## config.mk

```make
export PLATFORM = sky130hd
export DESIGN_NAME = fp_add_seq
export DESIGN_NICKNAME = d
export VERILOG_FILES = /design/src/rtl/fp_pkg.sv /design/src/rtl/fp_unpack.sv /design/src/rtl/fp_add_seq.sv
export SDC_FILE = /design/constraint.sdc
export NUM_CORES = 1
export LEC_CHECK = 0
export ABC_CLOCK_PERIOD_IN_PS = 4000
export CAP_MARGIN = 0
export CELL_PAD_IN_SITES_DETAIL_PLACEMENT = 0
export CELL_PAD_IN_SITES_GLOBAL_PLACEMENT = 2
export CORE_MARGIN = 4
export CORE_UTILIZATION = 33
export DETAILED_ROUTE_END_ITERATION = 12
export PLACE_DENSITY_LB_ADDON = 0.1
export SLEW_MARGIN = 20
export SYNTH_ARGS = -nofsm -noshare
export SYNTH_HDL_FRONTEND = slang
export SYNTH_SLANG_ARGS = --single-unit
export TNS_END_PERCENT = 1
```

## constraint.sdc

```tcl
create_clock -name clk -period 4 [get_ports clk]
set_clock_uncertainty 0.15 [all_clocks]
set_input_delay 1 -clock clk [delete_from_list [all_inputs] [get_ports clk]]
set_output_delay 1 -clock clk [all_outputs]
set_load 0.02 [all_outputs]
```

## src/rtl/fp_pkg.sv

```systemverilog
// Shared single-precision field widths, bias, FSM states and special encodings
// for the sequential float adder.
package fp_pkg;

    localparam int unsigned EXP_W  = 8;
    localparam int unsigned MAN_W  = 23;
    localparam int unsigned MANT_W = MAN_W + 1;
    localparam int unsigned FP_W   = 1 + EXP_W + MAN_W;
    localparam int unsigned BIAS   = 127;

    typedef enum logic [2:0] {
        IDLE,
        UNPACK,
        ALIGN,
        ADD,
        NORM,
        DONE
    } state_e;

    localparam logic [FP_W-1:0] FP_POS_ZERO = 32'h0000_0000;
    localparam logic [FP_W-1:0] FP_POS_INF  = 32'h7F80_0000;
    localparam logic [FP_W-1:0] FP_NEG_INF  = 32'hFF80_0000;

    function automatic logic [FP_W-1:0] fp_pack(input logic s,
                                                input logic [EXP_W-1:0] e,
                                                input logic [MAN_W-1:0] m);
        return {s, e, m};
    endfunction

endpackage

```

## src/rtl/fp_unpack.sv

```systemverilog
// Splits one single-precision word into sign, exponent and 24-bit mantissa;
// a zero exponent (zero or denormal) is flushed to an all-zero operand.
module fp_unpack
    import fp_pkg::*;
(
    input  logic [FP_W-1:0]   op_i,
    output logic              sign_o,
    output logic [EXP_W-1:0]  exp_o,
    output logic [MANT_W-1:0] mant_o,
    output logic              is_zero_o
);

    assign is_zero_o = (op_i[FP_W-2 -: EXP_W] == '0);
    assign sign_o    = op_i[FP_W-1];
    assign exp_o     = is_zero_o ? '0 : op_i[FP_W-2 -: EXP_W];
    assign mant_o    = is_zero_o ? '0 : {1'b1, op_i[MAN_W-1:0]};

endmodule

```

## src/rtl/fp_add_seq.sv

```systemverilog
// Multi-cycle single-precision adder: bit-serial alignment and normalization,
// truncating rounding, denormals flushed to zero, exponent saturation to inf.
module fp_add_seq #(
    parameter int unsigned BIAS     = 127,
    parameter int unsigned MAXSHIFT = 24
) (
    input  logic        clk,
    input  logic        rst,
    input  logic        in_valid,
    output logic        in_ready,
    input  logic [31:0] a,
    input  logic [31:0] b,
    output logic        out_valid,
    input  logic        out_ready,
    output logic [31:0] result
);
    import fp_pkg::*;

    // All-ones biased exponent marks the infinity encoding.
    localparam int unsigned EXP_MAX = 2 * BIAS + 1;

    state_e              state_q;
    logic [FP_W-1:0]     a_q, b_q;
    logic                sx_q, sy_q;
    logic [EXP_W:0]      ex_q;
    logic [MANT_W:0]     mx_q;
    logic [MANT_W-1:0]   my_q;
    logic [EXP_W-1:0]    d_q;
    logic [FP_W-1:0]     result_q;
    logic                out_valid_q;
    logic                in_ready_q;

    logic                sa, sb, za, zb;
    logic [EXP_W-1:0]    ea, eb;
    logic [MANT_W-1:0]   ma, mb;
    logic                a_is_x_c;
    logic [MANT_W:0]     sum_c;

    fp_unpack u_unpack_a (
        .op_i      (a_q),
        .sign_o    (sa),
        .exp_o     (ea),
        .mant_o    (ma),
        .is_zero_o (za)
    );

    fp_unpack u_unpack_b (
        .op_i      (b_q),
        .sign_o    (sb),
        .exp_o     (eb),
        .mant_o    (mb),
        .is_zero_o (zb)
    );

    // X is the operand with larger magnitude so the subtraction never goes negative.
    assign a_is_x_c = zb | (!za & ((ea > eb) | ((ea == eb) & (ma >= mb))));

    assign sum_c = (sx_q == sy_q) ? ({1'b0, mx_q[MANT_W-1:0]} + {1'b0, my_q})
                                  : ({1'b0, mx_q[MANT_W-1:0]} - {1'b0, my_q});

    always_ff @(posedge clk or negedge rst) begin
        if (!rst) begin
            state_q     <= IDLE;
            a_q         <= '0;
            b_q         <= '0;
            sx_q        <= 1'b0;
            sy_q        <= 1'b0;
            ex_q        <= '0;
            mx_q        <= '0;
            my_q        <= '0;
            d_q         <= '0;
            result_q    <= FP_POS_ZERO;
            out_valid_q <= 1'b0;
            in_ready_q  <= 1'b1;
        end else begin
            case (state_q)
                IDLE: begin
                    if (in_valid) begin
                        a_q        <= a;
                        b_q        <= b;
                        in_ready_q <= 1'b0;
                        state_q    <= UNPACK;
                    end
                end
                UNPACK: begin
                    if (a_is_x_c) begin
                        sx_q <= sa;
                        ex_q <= {1'b0, ea};
                        mx_q <= {1'b0, ma};
                        sy_q <= sb;
                        my_q <= mb;
                        d_q  <= ea - eb;
                    end else begin
                        sx_q <= sb;
                        ex_q <= {1'b0, eb};
                        mx_q <= {1'b0, mb};
                        sy_q <= sa;
                        my_q <= ma;
                        d_q  <= eb - ea;
                    end
                    state_q <= ALIGN;
                end
                ALIGN: begin
                    // Large gaps drop the smaller operand at once instead of shifting it out.
                    if (d_q >= EXP_W'(MAXSHIFT)) begin
                        my_q    <= '0;
                        d_q     <= '0;
                        state_q <= ADD;
                    end else if (d_q != '0) begin
                        my_q <= my_q >> 1;
                        d_q  <= d_q - EXP_W'(1);
                    end else begin
                        state_q <= ADD;
                    end
                end
                ADD: begin
                    mx_q    <= sum_c;
                    state_q <= NORM;
                end
                NORM: begin
                    if (mx_q[MANT_W]) begin
                        mx_q <= mx_q >> 1;
                        ex_q <= ex_q + (EXP_W+1)'(1);
                    end else if (mx_q == '0) begin
                        result_q    <= FP_POS_ZERO;
                        out_valid_q <= 1'b1;
                        state_q     <= DONE;
                    end else if (ex_q == '0) begin
                        result_q    <= {sx_q, (FP_W-1)'(0)};
                        out_valid_q <= 1'b1;
                        state_q     <= DONE;
                    end else if (!mx_q[MANT_W-1]) begin
                        mx_q <= mx_q << 1;
                        ex_q <= ex_q - (EXP_W+1)'(1);
                    end else begin
                        if (ex_q >= (EXP_W+1)'(EXP_MAX)) begin
                            result_q <= sx_q ? FP_NEG_INF : FP_POS_INF;
                        end else begin
                            result_q <= fp_pack(sx_q, ex_q[EXP_W-1:0], mx_q[MAN_W-1:0]);
                        end
                        out_valid_q <= 1'b1;
                        state_q     <= DONE;
                    end
                end
                DONE: begin
                    if (out_ready) begin
                        out_valid_q <= 1'b0;
                        in_ready_q  <= 1'b1;
                        state_q     <= IDLE;
                    end
                end
                default: begin
                    state_q    <= IDLE;
                    in_ready_q <= 1'b1;
                end
            endcase
        end
    end

    assign in_ready  = in_ready_q;
    assign out_valid = out_valid_q;
    assign result    = result_q;

endmodule
```

==> summary.md, run 1 <==
| Metric | Value |
|---|---|
| Row count | between 60 and 70 |
| Post-synth top flop | dfrtp_1 |
| Total gr overflow | 0 |
| Final setup violation count | 0 |
| Drt first pass iters | 5 |
| Post-CTS Hold Buffers | 0 |
| GP Congestion | 0.883 |
| Die area | 37300 µm² |
| Crit share post-route | 0.959 |
| Final Hold Viols | 0 |
| N_diodes | 0 |
| TritonCTS Buffers | 17 |
| Port-buffer cells | 101 |
| CP Cell Sequence | nor4_4 > nor2b_2 > nand3b_1 > or3_4 > nor4_4 > a21oi_1 > xor2_1 > ha_1 > and2_1 > a22o_1 > a31oi_2 > o21ai_1 > or4b_2 > nand3_1 |
| Max FO, Critical Path | 4 |
| Dpl hpwl | roughly 26000 µm |
| Req. time, crit path | 4.23 ns |
| Slew headroom | 0.439 |
| DRT iter0 DRCs | between 500 and 600 |
| WL final | 34400 µm |
| Antenna violations before repair | 0 |
| Seq cells post-synth | approximately 170 |
| Clk Latency, worst-skew pair | approximately 0.45 ns |
| Avg Cell Area, Syn | between 9 and 10 µm² |
| Max-slew violations | 0 |
| Initial Utilization | 0.336 |
| Share of cells above drive strength 1 | 0.172 |
| Pin count of the biggest net entering global routing | 79 |
| Fill cells | 3445 |
| H-tree lvl count | 4 |
| Global-route wire length before repair | 55400 µm |
| Cell family with most CP delay | simple AND/OR/NAND/NOR gates |
| Vias/cell | approximately 5.2 |
| Critical path class | flip-flop to flip-flop |
| Netlist cell types | 69 |
| Most frequent CP cell | nor4_4 |
| Worst Tran Pin Value | 0.839 ns |
| Vias in the first global route | approximately 9600 |
| Commonest non-fill, non-tap cell in the layout | nand2_1 |
| Cell area after layout | between 10000 and 15000 µm² |
| Die extent in y | 193 µm |
| Reg clk slew, reported paths | 0.07 ns |
| CP max stage cell | or4b_2 |
| CP Capture Type | flip-flop |
| Register area share after synthesis | 0.374 |
| YS warnings | 0 |
| DRT antenna net count | 0 |
| Worst path bufs/invs | 0 |
| Via Count | between 9000 and 10000 |
| CTS sink cnt | around 170 |
| CP Data Arrival Time | 4.07 ns |
| Period minus WS final | 3.84 ns |
| Die W | 193 µm |
| Post-synth EDFFs | 0 |
| Post-synthesis async set-or-reset flop share | 1.00 |
| Startpoint types | flip-flop |
| Status | completed |
| Top cell type's share of synthesized area | 0.372 |
| Crit-path max cell delay | 0.60 ns |
| Dpl cell area | 13400 µm² |
| Area contributors post-synth | dfrtp_1, ha_1, nand2_1, mux2_2, a21oi_1 |
| Area grow syn2layout | 25.2% |
| Tightest Hold Check Type | flip-flop to flip-flop |
| CTS tree | done |
| Post-synthesis cell count | 1253 |
| # DRC | 0 |
| RSZ-0062 raised after global routing | yes |
| Max Root-Sink Buffers | 2 |
| # nets final | 1539 |
| Core Area | 33700 µm² |
| Root buf cell | clkbuf_16 |
| Max Cap Viol | 0 |
| Yosys top cell by area | dfrtp_1 |
| Gr usage total | 0.189 |
| Synth Net Count | 1400 |
| Most frequent cells in the layout | nand2_1, dfrtp_1, clkdlybuf4s50_1 |
| Cell Area, Synth | 11300 µm² |
| Highest Clock Rate | 261 MHz |
| I/O pin cnt | 102 |
| WL per Instance | 18.6 µm |
[kinds of logic (layout without fill, tap and decap cells)]
logic type,after synthesis,count (layout),synth area share
AND/OR/NAND/NOR,418,418,0.173
AO/OA/AOI/OAI,317,317,0.184
flip-flops,169,169,0.374
buffers and inverters,114,265,0.0401
multiplexers,103,103,0.0979
adder cells (fa/ha/maj),79,79,0.0900
XOR/XNOR,53,53,0.0410
[synthesized netlist by cell type (all sizes together), types with 4 or more instances]
cell / number
a221oi: 14
nand2b: 12
nor4: 15
nor2b: 14
o21ai: 74
o221a: 4
a21o: 17
dfrtp: 168
ha: 75
clkbuf: 70
and2: 30
buf: 8
mux2i: 42
fa: 4
nor3b: 4
or3: 5
nand2: 193
nor2: 62
o211ai: 11
o31ai: 5
o221ai: 27
nand3: 33
a221o: 7
a21oi: 92
o22ai: 7
o21a: 7
inv: 36
xor2: 24
nor3: 28
xnor2: 29
a22oi: 8
mux2: 61
a31oi: 11
a211oi: 5
nand4: 6
[area by class of cell]
type,count,area (µm²),share of cell area
clock inverter,13,121,0.00857
timing repair buffer,198,1820,0.129
inverter,36,135,0.00954
sequential,169,4230,0.299
multi-input combinational,970,6870,0.485
clock buffer,18,429,0.0303
tap,448,561,0.0396
[worst reg2reg max path, stage by stage, from the launching register on]
cell and delay (ns):
dfrtp_1 0.41, nor4_4 0.29, nor2b_2 0.20, nand3b_1 0.16, or3_4 0.38, nor4_4 0.20, a21oi_1 0.12, xor2_1 0.15
ha_1 0.31, and2_1 0.22, a22o_1 0.22, a31oi_2 0.17, o21ai_1 0.11, or4b_2 0.60, nand3_1 0.08
[flip-flops by register name, indices dropped and copies added, names as in the netlist, 3 cells and up]
| name | count |
|---|---|
| a_q | 32 |
| b_q | 32 |
| result | 32 |
| mx_q | 25 |
| my_q | 24 |
| ex_q | 9 |
| d_q | 8 |
| state_q | 3 |
[repair_timing]
item | 4_1_cts | 5_1_grt
setup buffers | 1 | 2
cloned | 0 | 2
endpoints found under the setup margin | 26 | 36
pin swaps | 1 | 13
gates resized for setup | 8 | 43
[worst paths after layout]
check,start,end,slack [ns],depth (start not counted)
max,my_q[4],mx_q[23],0.16,14
min,result[9],result[9],0.31,2
max reg2reg,my_q[4],mx_q[23],0.16,14
min reg2reg,result[9],result[9],0.31,2
max in group asynchronous,rst,b_q[21],2.44,2
min in group asynchronous,rst,ex_q[2],0.37,1
[metal layers]
layer | vias up | global-route usage | part of all wire
li1 | 4806 | - | -
met1 | 4699 | 0.312 | 0.55
met2 | 180 | 0.259 | 0.40
met3 | 20 | 0.0239 | 0.034
met4 | 0 | 0.0398 | 0.0094
met5 | - | 0 | 0
[stage by stage]
step	utilization	hold WS [ns]	instances	TNS (ns)	worst slack, ns
after floorplan	-	0.321	1253	0	0.137
after global placement	0.396	0.298	1816	-1.05	-0.215
after detailed placement	0.396	0.305	1816	-1.84	-0.176
after CTS	0.414	0.320	1848	0	0.00174
after global routing	0.420	0.333	1852	-0.417	-0.0682
final	0.420	0.311	1852	0	0.162
Power of run 1 is left out: the tool's default activity adds up to more than one toggle a clock period on the data nets, which glitch-free logic cannot reach.
==> run 2: changes to the inputs <==
--- a/config.mk
+++ b/config.mk
@@ -14,2 +14,3 @@
 export DETAILED_ROUTE_END_ITERATION = 12
+export GPL_ROUTABILITY_DRIVEN = 0
 export PLACE_DENSITY_LB_ADDON = 0.1
--- a/constraint.sdc
+++ b/constraint.sdc
@@ -4,2 +4,2 @@
 set_output_delay 1 -clock clk [all_outputs]
-set_load 0.02 [all_outputs]
+set_load 0.005 [all_outputs]
==> results of run 2 <==
The final DEF is identical to that of run 1; final timing and power are the same.
Power of run 2 is left out for the same reason.
==> run 3: changes to the inputs <==
GPL_ROUTABILITY_DRIVEN = not set   (was 0)
==> results of run 3 <==
The final DEF is identical to that of run 1; final timing and power are the same.
Power of run 3 is left out for the same reason.
